[config.mk]
export PLATFORM = sky130hd
export DESIGN_NAME = rr_arb_4
export DESIGN_NICKNAME = d
export VERILOG_FILES = /design/src/rtl/arb_pkg.sv /design/src/rtl/rr_pick.sv /design/src/rtl/rr_arb_4.sv
export SDC_FILE = /design/constraint.sdc
export NUM_CORES = 1
export LEC_CHECK = 0
export CAP_MARGIN = 20
export CORE_MARGIN = 3
export CORE_UTILIZATION = 35
export CTS_BUF_LIST = sky130_fd_sc_hd__clkbuf_2
export CTS_CLUSTER_DIAMETER = 200
export DETAILED_ROUTE_END_ITERATION = 8
export GPL_TIMING_DRIVEN = 0
export PLACE_DENSITY = 0.61
export SLEW_MARGIN = 30
export SYNTH_ARGS = -nofsm -noshare
export SYNTH_HDL_FRONTEND = slang
export SYNTH_SLANG_ARGS = --single-unit
[constraint.sdc]
create_clock -name clk -period 2.4 [get_ports clk]
set_input_delay 0.36 -clock clk [delete_from_list [all_inputs] [get_ports clk]]
set_output_delay 0.36 -clock clk [all_outputs]
set_load 0.01 [all_outputs]
[src/rtl/arb_pkg.sv]
// Shared constants and state encoding for the 4-way round-robin arbiter.
package arb_pkg;

    localparam int unsigned N_REQ  = 4;
    localparam int unsigned IDX_W  = 2;
    localparam int unsigned HCNT_W = 4;

    typedef enum logic [0:0] {
        IDLE  = 1'b0,
        GRANT = 1'b1
    } state_t;

endpackage

[src/rtl/rr_pick.sv]
// Rotating 4-to-2 priority encoder: first set req bit after ptr wins, ptr itself last.
module rr_pick
    import arb_pkg::*;
(
    input  logic [N_REQ-1:0] req,
    input  logic [IDX_W-1:0] ptr,
    output logic [IDX_W-1:0] idx,
    output logic             v
);

    logic [IDX_W-1:0] cand;

    // Walk from the farthest slot to the nearest so the slot right after ptr wins.
    always_comb begin
        idx  = '0;
        v    = 1'b0;
        cand = '0;
        for (int k = int'(N_REQ); k >= 1; k--) begin
            cand = ptr + IDX_W'(k);
            if (req[cand]) begin
                idx = cand;
                v   = 1'b1;
            end
        end
    end

endmodule

[src/rtl/rr_arb_4.sv]
// Four-requester round-robin arbiter with a bounded hold time and registered grant outputs.
module rr_arb_4
    import arb_pkg::*;
#(
    parameter int unsigned MAX_HOLD = 4
) (
    input  logic             clk,
    input  logic             rst,
    input  logic [N_REQ-1:0] req,
    output logic [N_REQ-1:0] gnt,
    output logic [IDX_W-1:0] gnt_id,
    output logic             gnt_v
);

    state_t              state, state_n;
    logic [IDX_W-1:0]    ptr, ptr_n;
    logic [HCNT_W-1:0]   hcnt, hcnt_n;
    logic [N_REQ-1:0]    gnt_n;
    logic [IDX_W-1:0]    gnt_id_n;
    logic                gnt_v_n;

    logic [IDX_W-1:0]    pick_idx;
    logic                pick_v;
    logic                release_c;

    rr_pick u_pick (
        .req (req),
        .ptr (ptr),
        .idx (pick_idx),
        .v   (pick_v)
    );

    // Owner gives up the resource when it stops asking or its hold budget is spent.
    assign release_c = (state == GRANT) &&
                       (!req[gnt_id] || (hcnt == HCNT_W'(MAX_HOLD)));

    always_ff @(posedge clk) begin
        if (rst) begin
            state  <= IDLE;
            ptr    <= IDX_W'(N_REQ - 1);
            hcnt   <= '0;
            gnt    <= '0;
            gnt_id <= '0;
            gnt_v  <= 1'b0;
        end else begin
            state  <= state_n;
            ptr    <= ptr_n;
            hcnt   <= hcnt_n;
            gnt    <= gnt_n;
            gnt_id <= gnt_id_n;
            gnt_v  <= gnt_v_n;
        end
    end

    always_comb begin
        state_n  = state;
        ptr_n    = ptr;
        hcnt_n   = hcnt;
        gnt_n    = gnt;
        gnt_id_n = gnt_id;
        gnt_v_n  = gnt_v;

        unique case (state)
            IDLE: begin
                if (pick_v) begin
                    state_n         = GRANT;
                    ptr_n           = pick_idx;
                    hcnt_n          = HCNT_W'(1);
                    gnt_n           = '0;
                    gnt_n[pick_idx] = 1'b1;
                    gnt_id_n        = pick_idx;
                    gnt_v_n         = 1'b1;
                end
            end
            GRANT: begin
                if (!release_c) begin
                    hcnt_n = hcnt + HCNT_W'(1);
                end else if (pick_v) begin
                    // Hand over in the same edge; a lone owner is simply re-granted.
                    ptr_n           = pick_idx;
                    hcnt_n          = HCNT_W'(1);
                    gnt_n           = '0;
                    gnt_n[pick_idx] = 1'b1;
                    gnt_id_n        = pick_idx;
                    gnt_v_n         = 1'b1;
                end else begin
                    state_n  = IDLE;
                    gnt_n    = '0;
                    gnt_id_n = '0;
                    gnt_v_n  = 1'b0;
                end
            end
            default: begin
                state_n = IDLE;
            end
        endcase
    end

    req_known_a : assert property (@(posedge clk) disable iff (rst) !$isunknown(req))
        else $error("rr_arb_4: X/Z value on req");

endmodule

==> results.yml, run 1 <==
die:
  die-area_um2: 2676
  start_util_pct: 39.80
  die_y_um: 51.73
  die_width_um: 51.73
  io_pins: 13
  rows: 15
  coreArea_um2: 1839
detailed_routing:
  drc: 0
  dr.pass1.iters: 4
  ant_nets: 0
  routed_wirelength_um: 1483
  viasPerCell: 5.415
  drt-initial-drc-count: 5
  num_vias: 639
  wire_per_inst_um: 12.57
sta:
  relSlewSlack_pct: 60.79
  rsz0062_at_grt: "no"
  worstMarginPinSlew_ps: 583.3
  hold_viol: 0
  slew_viol_final: 0
  max_freq_ghz: 0.5077
  finalCriticalPeriod_ps: 1970
  finalSetupTns_ps: 0
  fin_crit_sh_pct: 82.07
  skew_ps: 6.817
  finalSetupViolCount: 0
cells_and_area:
  drive_gt1_share_pct: 16.13
  num_antenna_cells: 0
  nNetsFinal: 103
  area_growth_pct: 23.59
  stdcell_area_um2: 904.6
job:
  maxCapViolCount: 0
status:
  status: "finished clean"
grt:
  grt_pass1_wl_um: 2760
  gr-total-overflow: 0
  antenna_found_initial: 0
  grt_max_degree: 11
  grt_usage_pct: 13.65
  grt_pass1_vias: 638
synthesis:
  synth_cells: 78
  yosys-top-cells-count: "dfxtp_1, nand2_1, nand4_1, nor2_1"
  synth_xor_xnor_area_share_pct: 0
  synth.area.top_cells: "dfxtp_1, nand4_1, o41ai_2"
  synth-compound-area-share_pct: 22.91
  synth_edf_count: 0
  ys_async_sr_fraction_pct: 0
  synth_top_family_by_area: "simple AND/OR/NAND/NOR gates"
  synth_fa_ha_area_share_pct: 3.419
  synth_flop_cell: "dfxtp_1"
  synth_most_common_cell: "dfxtp_1"
  synth_cell_type_count: 35
  yosysTopAreaCell: "dfxtp_1"
  synth_simple_gate_area_share_pct: 26.15
  syn_avg_cell_area_um2: 9.384
  synth_area_um2: 732.0
  synth_seq_cells: 14
  yosys_warnings: 0
  synth_top_area_share_pct: 38.29
  synth_fp_nets: 86
  muxShareOfSynthArea_pct: 3.077
  ys_seq_area_share_pct: 38.29
placement:
  port_buffers: 12
  placed_area_um2: 883.3
  gp_congestion: 0.7045
  hpwl_um: 1109
clock_network:
  cts_max_level: 1
  post_cts_buffers: 0
  insertion_delay_ps: 270
  post_cts_resized: 0
  clock_path_buffers: 2
  cts_hold_buf: 0
  numCtsBuffers: 3
  clkTransAtPathRegs_ps: 120
  clock-sinks: 14
  cts_tree: "built"
  cts_root_buffer: "clkbuf_2"
worst_hold_path:
  hp-class: "reg2reg"
critical_path:
  start_kind: "input port"
  critical_path_required_ps: 2540
  cp_max_fo: 10
  worstSetupPathType: "in2reg"
  endpoint_kind: "flop"
  cp.arrival_ps: 2110
power_and_ir_drop:
  p_leak_nw: 0.3381
  power_density_nw_per_um2: 574.9
  vdd_drop_max_v: 0.0002829
[stage by stage]
| stage | cells | worst slack, ps | utilization [%] | power (mW) | hold WS [ps] |
|---|---|---|---|---|---|
| after floorplan | 78 | 665.2 | - | 0.3660 | 450.9 |
| after global placement | 115 | -12.98 | 48.03 | 0.4213 | 444.6 |
| after detailed placement | 115 | -46.92 | 48.03 | 0.4225 | 447.1 |
| after CTS | 118 | 247.1 | 48.84 | 0.5302 | 464.5 |
| after global routing | 118 | 376.0 | 49.18 | 0.5563 | 510.1 |
| final | 118 | 430.4 | 49.18 | 0.5201 | 461.6 |
[sequential cells by signal, summed over array words and instances (netlist names)]
signal	cells
gnt	4
gnt_id	2
gnt_v	1
hcnt	4
ptr	2
state	1
[final cells by class]
type                            count  area (um^2)
Multi-Input combinational cell     57        412.9
Fill cell                         185        934.6
Sequential cell                    14        280.3
Timing Repair Buffer               12        120.1
Clock buffer                        3        15.01
Inverter                            4        15.01
Buffer                              3        30.03
Tap cell                           25        31.28
[placed cells by master (no fill, tap or decap), types with 3 or more instances in the layout]
cell / n
dfxtp_1: 14
clkdlybuf4s50_1: 12
nand2_1: 6
nand4_1: 6
nor2_1: 4
inv_1: 3
a21oi_1: 3
or2b_1: 3
nor3_1: 3
nand3_1: 3
o31ai_1: 3
clkbuf_2: 3
[critical path, cell delays in order]
cell	delay (ps)
clkdlybuf4s50_1	500
mux4_2	560
a31o_1	240
buf_6	140
buf_8	130
nand4_1	100
o41ai_2	80
[where the power goes]
| part | internal (mW) | total (mW) | switching (mW) |
|---|---|---|---|
| Combinational | 0.0758 | 0.147 | 0.0710 |
| Sequential | 0.254 | 0.270 | 0.0157 |
| Clock | 0.0341 | 0.103 | 0.0693 |
[cell families after synthesis]
group           Yosys count
compound gates           20
fa+ha+maj                 2
buf+inv                   7
flops                    14
simple gates             34
mux                       1
[routing by layer]
layer  vias up  track usage (%)  wire, um
met5         -                0         0
met4         0            3.930        10
met3         2            5.158        33
met2         5            22.03       751
met1       304            16.84       687
li1        328                -         -
[worst paths after layout]
path | depth (start not counted) | end | slack [ps] | startpoint
hold reg to reg | 2 | gnt_v | 460 | gnt_v
setup reg to reg | 6 | gnt[0] | 630 | gnt_id[0]
setup / recovery | 7 | gnt[0] | 430 | req[3]
hold / removal | 2 | gnt_v | 460 | gnt_v
Power figures use the tool's default switching activity.
==> run 2: changes to the inputs <==
PLACE_DENSITY = 0.63   (was 0.61)
clock period = 1.8 ns   (was 2.4 ns; I/O delays follow)
==> results.yml, run 2 (synthesized netlist as in run 1, its figures left out) <==
status:
  status: "finished clean"
clock_network:
  cts_tree: "built"
  insertion_delay_ps: 280
  numCtsBuffers: 3
  clock_path_buffers: 2
  clock-sinks: 14
  cts_max_level: 1
  cts_root_buffer: "clkbuf_2"
  clkTransAtPathRegs_ps: 140
detailed_routing:
  drc: 0
  viasPerCell: 5.504
  num_vias: 655
  drt-initial-drc-count: 9
  dr.pass1.iters: 5
  routed_wirelength_um: 1594
  ant_nets: 0
  wire_per_inst_um: 13.39
cells_and_area:
  drive_gt1_share_pct: 17.02
  stdcell_area_um2: 927.1
  nNetsFinal: 104
  num_antenna_cells: 0
  layout_commonest_cell: "dfxtp_1"
  area_growth_pct: 26.67
  final_cell_mix: "dfxtp_1, clkdlybuf4s50_1, nand2_1, nand4_1, nor2_1"
  fin_util_pct: 50.41
  largestRegisters: "gnt x4, hcnt x4"
sta:
  rsz0062_at_grt: "no"
  slew_viol_final: 0
  finalSetupViolCount: 0
  worstMarginPinSlew_ps: 516.8
  skew_ps: 10.70
  whs_ps: 423.7
  relSlewSlack_pct: 65.54
  finalCriticalPeriod_ps: 1713
  hold_viol: 0
  setup_ws_ps: 86.55
  fin_crit_sh_pct: 95.19
  max_freq_ghz: 0.5836
die:
  io_pins: 13
  start_util_pct: 39.80
  die_y_um: 51.73
  die-area_um2: 2676
  rows: 15
  die_width_um: 51.73
  coreArea_um2: 1839
grt:
  grt_usage_pct: 13.40
  grt_pass1_vias: 600
  grt_pass1_wl_um: 2746
  gr-total-overflow: 0
  grt_max_degree: 11
  antenna_found_initial: 0
placement:
  placed_area_um2: 883.3
  hpwl_um: 1153
  pre_cts_slack_ps: -524.6
  port_buffers: 12
  gp_congestion: 0.7321
power_and_ir_drop:
  p_leak_nw: 0.3732
  vdd_drop_max_v: 0.0004670
  power_density_nw_per_um2: 765.5
critical_path:
  start_kind: "flop"
  worst-r2r-cell-count: 6
  r2r_setup_slack_ps: 90
  crit_chain: "mux4_2 -> a31o_1 -> buf_6 -> buf_8 -> nand4_1 -> o41ai_2"
  r2r_end: "gnt[1]"
  critical_path_required_ps: 1970
  cp_max_fo: 10
  crit_slowest_cell: "mux4_2"
  r2r-start: "gnt_id[0]"
  slowest_delay_ps: 530
  endpoint_kind: "flop"
  cp.arrival_ps: 1880
  worstSetupPathType: "reg2reg"
  crit_end: "gnt[1]"
  crit_start: "gnt_id[0]"
worst_hold_path:
  hp-class: "in2reg"
job:
  maxCapViolCount: 0
==> run 2: per-layer routing <==
| layer | vias to the layer above | GRT usage [%] | routed length [um] |
|---|---|---|---|
| li1 | 328 | - | - |
| met3 | 2 | 4.298 | 70 |
| met5 | - | 0 | 0 |
| met1 | 311 | 16.99 | 687 |
| met4 | 0 | 1.310 | 8 |
| met2 | 14 | 22.88 | 828 |
==> run 2: cell type report <==
| class | instances | area, um^2 |
|---|---|---|
| fill | 186 | 912.1 |
| multi-input combinational | 57 | 421.7 |
| sequential | 14 | 280.3 |
| timing repair buffer | 13 | 133.9 |
| tap | 25 | 31.28 |
| buffer | 3 | 30.03 |
| clock buffer | 3 | 15.01 |
| inverter | 4 | 15.01 |
==> run 2: worst min-delay path by stage <==
stage / start / end / slack, ps / cells after the start
floorplan: req[3] / state / 440 / 2
global placement: gnt_v / gnt_v / 450 / 2
detailed placement: gnt_v / gnt_v / 450 / 2
CTS: gnt_v / gnt_v / 470 / 2
global route: req[2] / state / 470 / 3
finish: req[2] / state / 420 / 3
==> run 2: report_power, final <==
| group | leakage (nW) | switching, mW | internal (mW) |
|---|---|---|---|
| sequential | 0.115 | 0.0215 | 0.339 |
| clock | 0.0125 | 0.0994 | 0.0455 |
| combinational | 0.245 | 0.0999 | 0.105 |
==> run 2: stage by stage <==
step / TNS [ps] / cells / power (mW)
3_3_place_gp: -4807 / 115 / 0.5625
5_1_grt: 0 / 119 / 0.7499
2_1_floorplan: 0 / 78 / 0.4880
3_5_place_dp: -5139 / 115 / 0.5651
4_1_cts: 0 / 119 / 0.7138
6_report: 0 / 119 / 0.7098
==> run 2: what timing repair did <==
action / in CTS / in global routing
pin swaps: 0 / 0
hold buffers: 0 / 0
endpoints found under the setup margin: 9 / 9
gates cloned: 0 / 0
setup buffers: 1 / 0
hold endpoints to repair: 0 / 0
resized for setup: 2 / 4
==> run 2: worst max-delay path: cells and delay by family (launching register included) <==
| family | cells | cell delay, ps |
|---|---|---|
| AND/OR/NAND/NOR | 1 | 100 |
| buffers and inverters | 2 | 270 |
| flip-flops | 1 | 400 |
| multiplexers | 1 | 530 |
| AO/OA/AOI/OAI | 2 | 310 |
==> run 3: changes to the inputs <==
CAP_MARGIN = 10   (was 20)
==> results of run 3 <==
No change in the layout: final DEF, timing and power equal those of run 2.
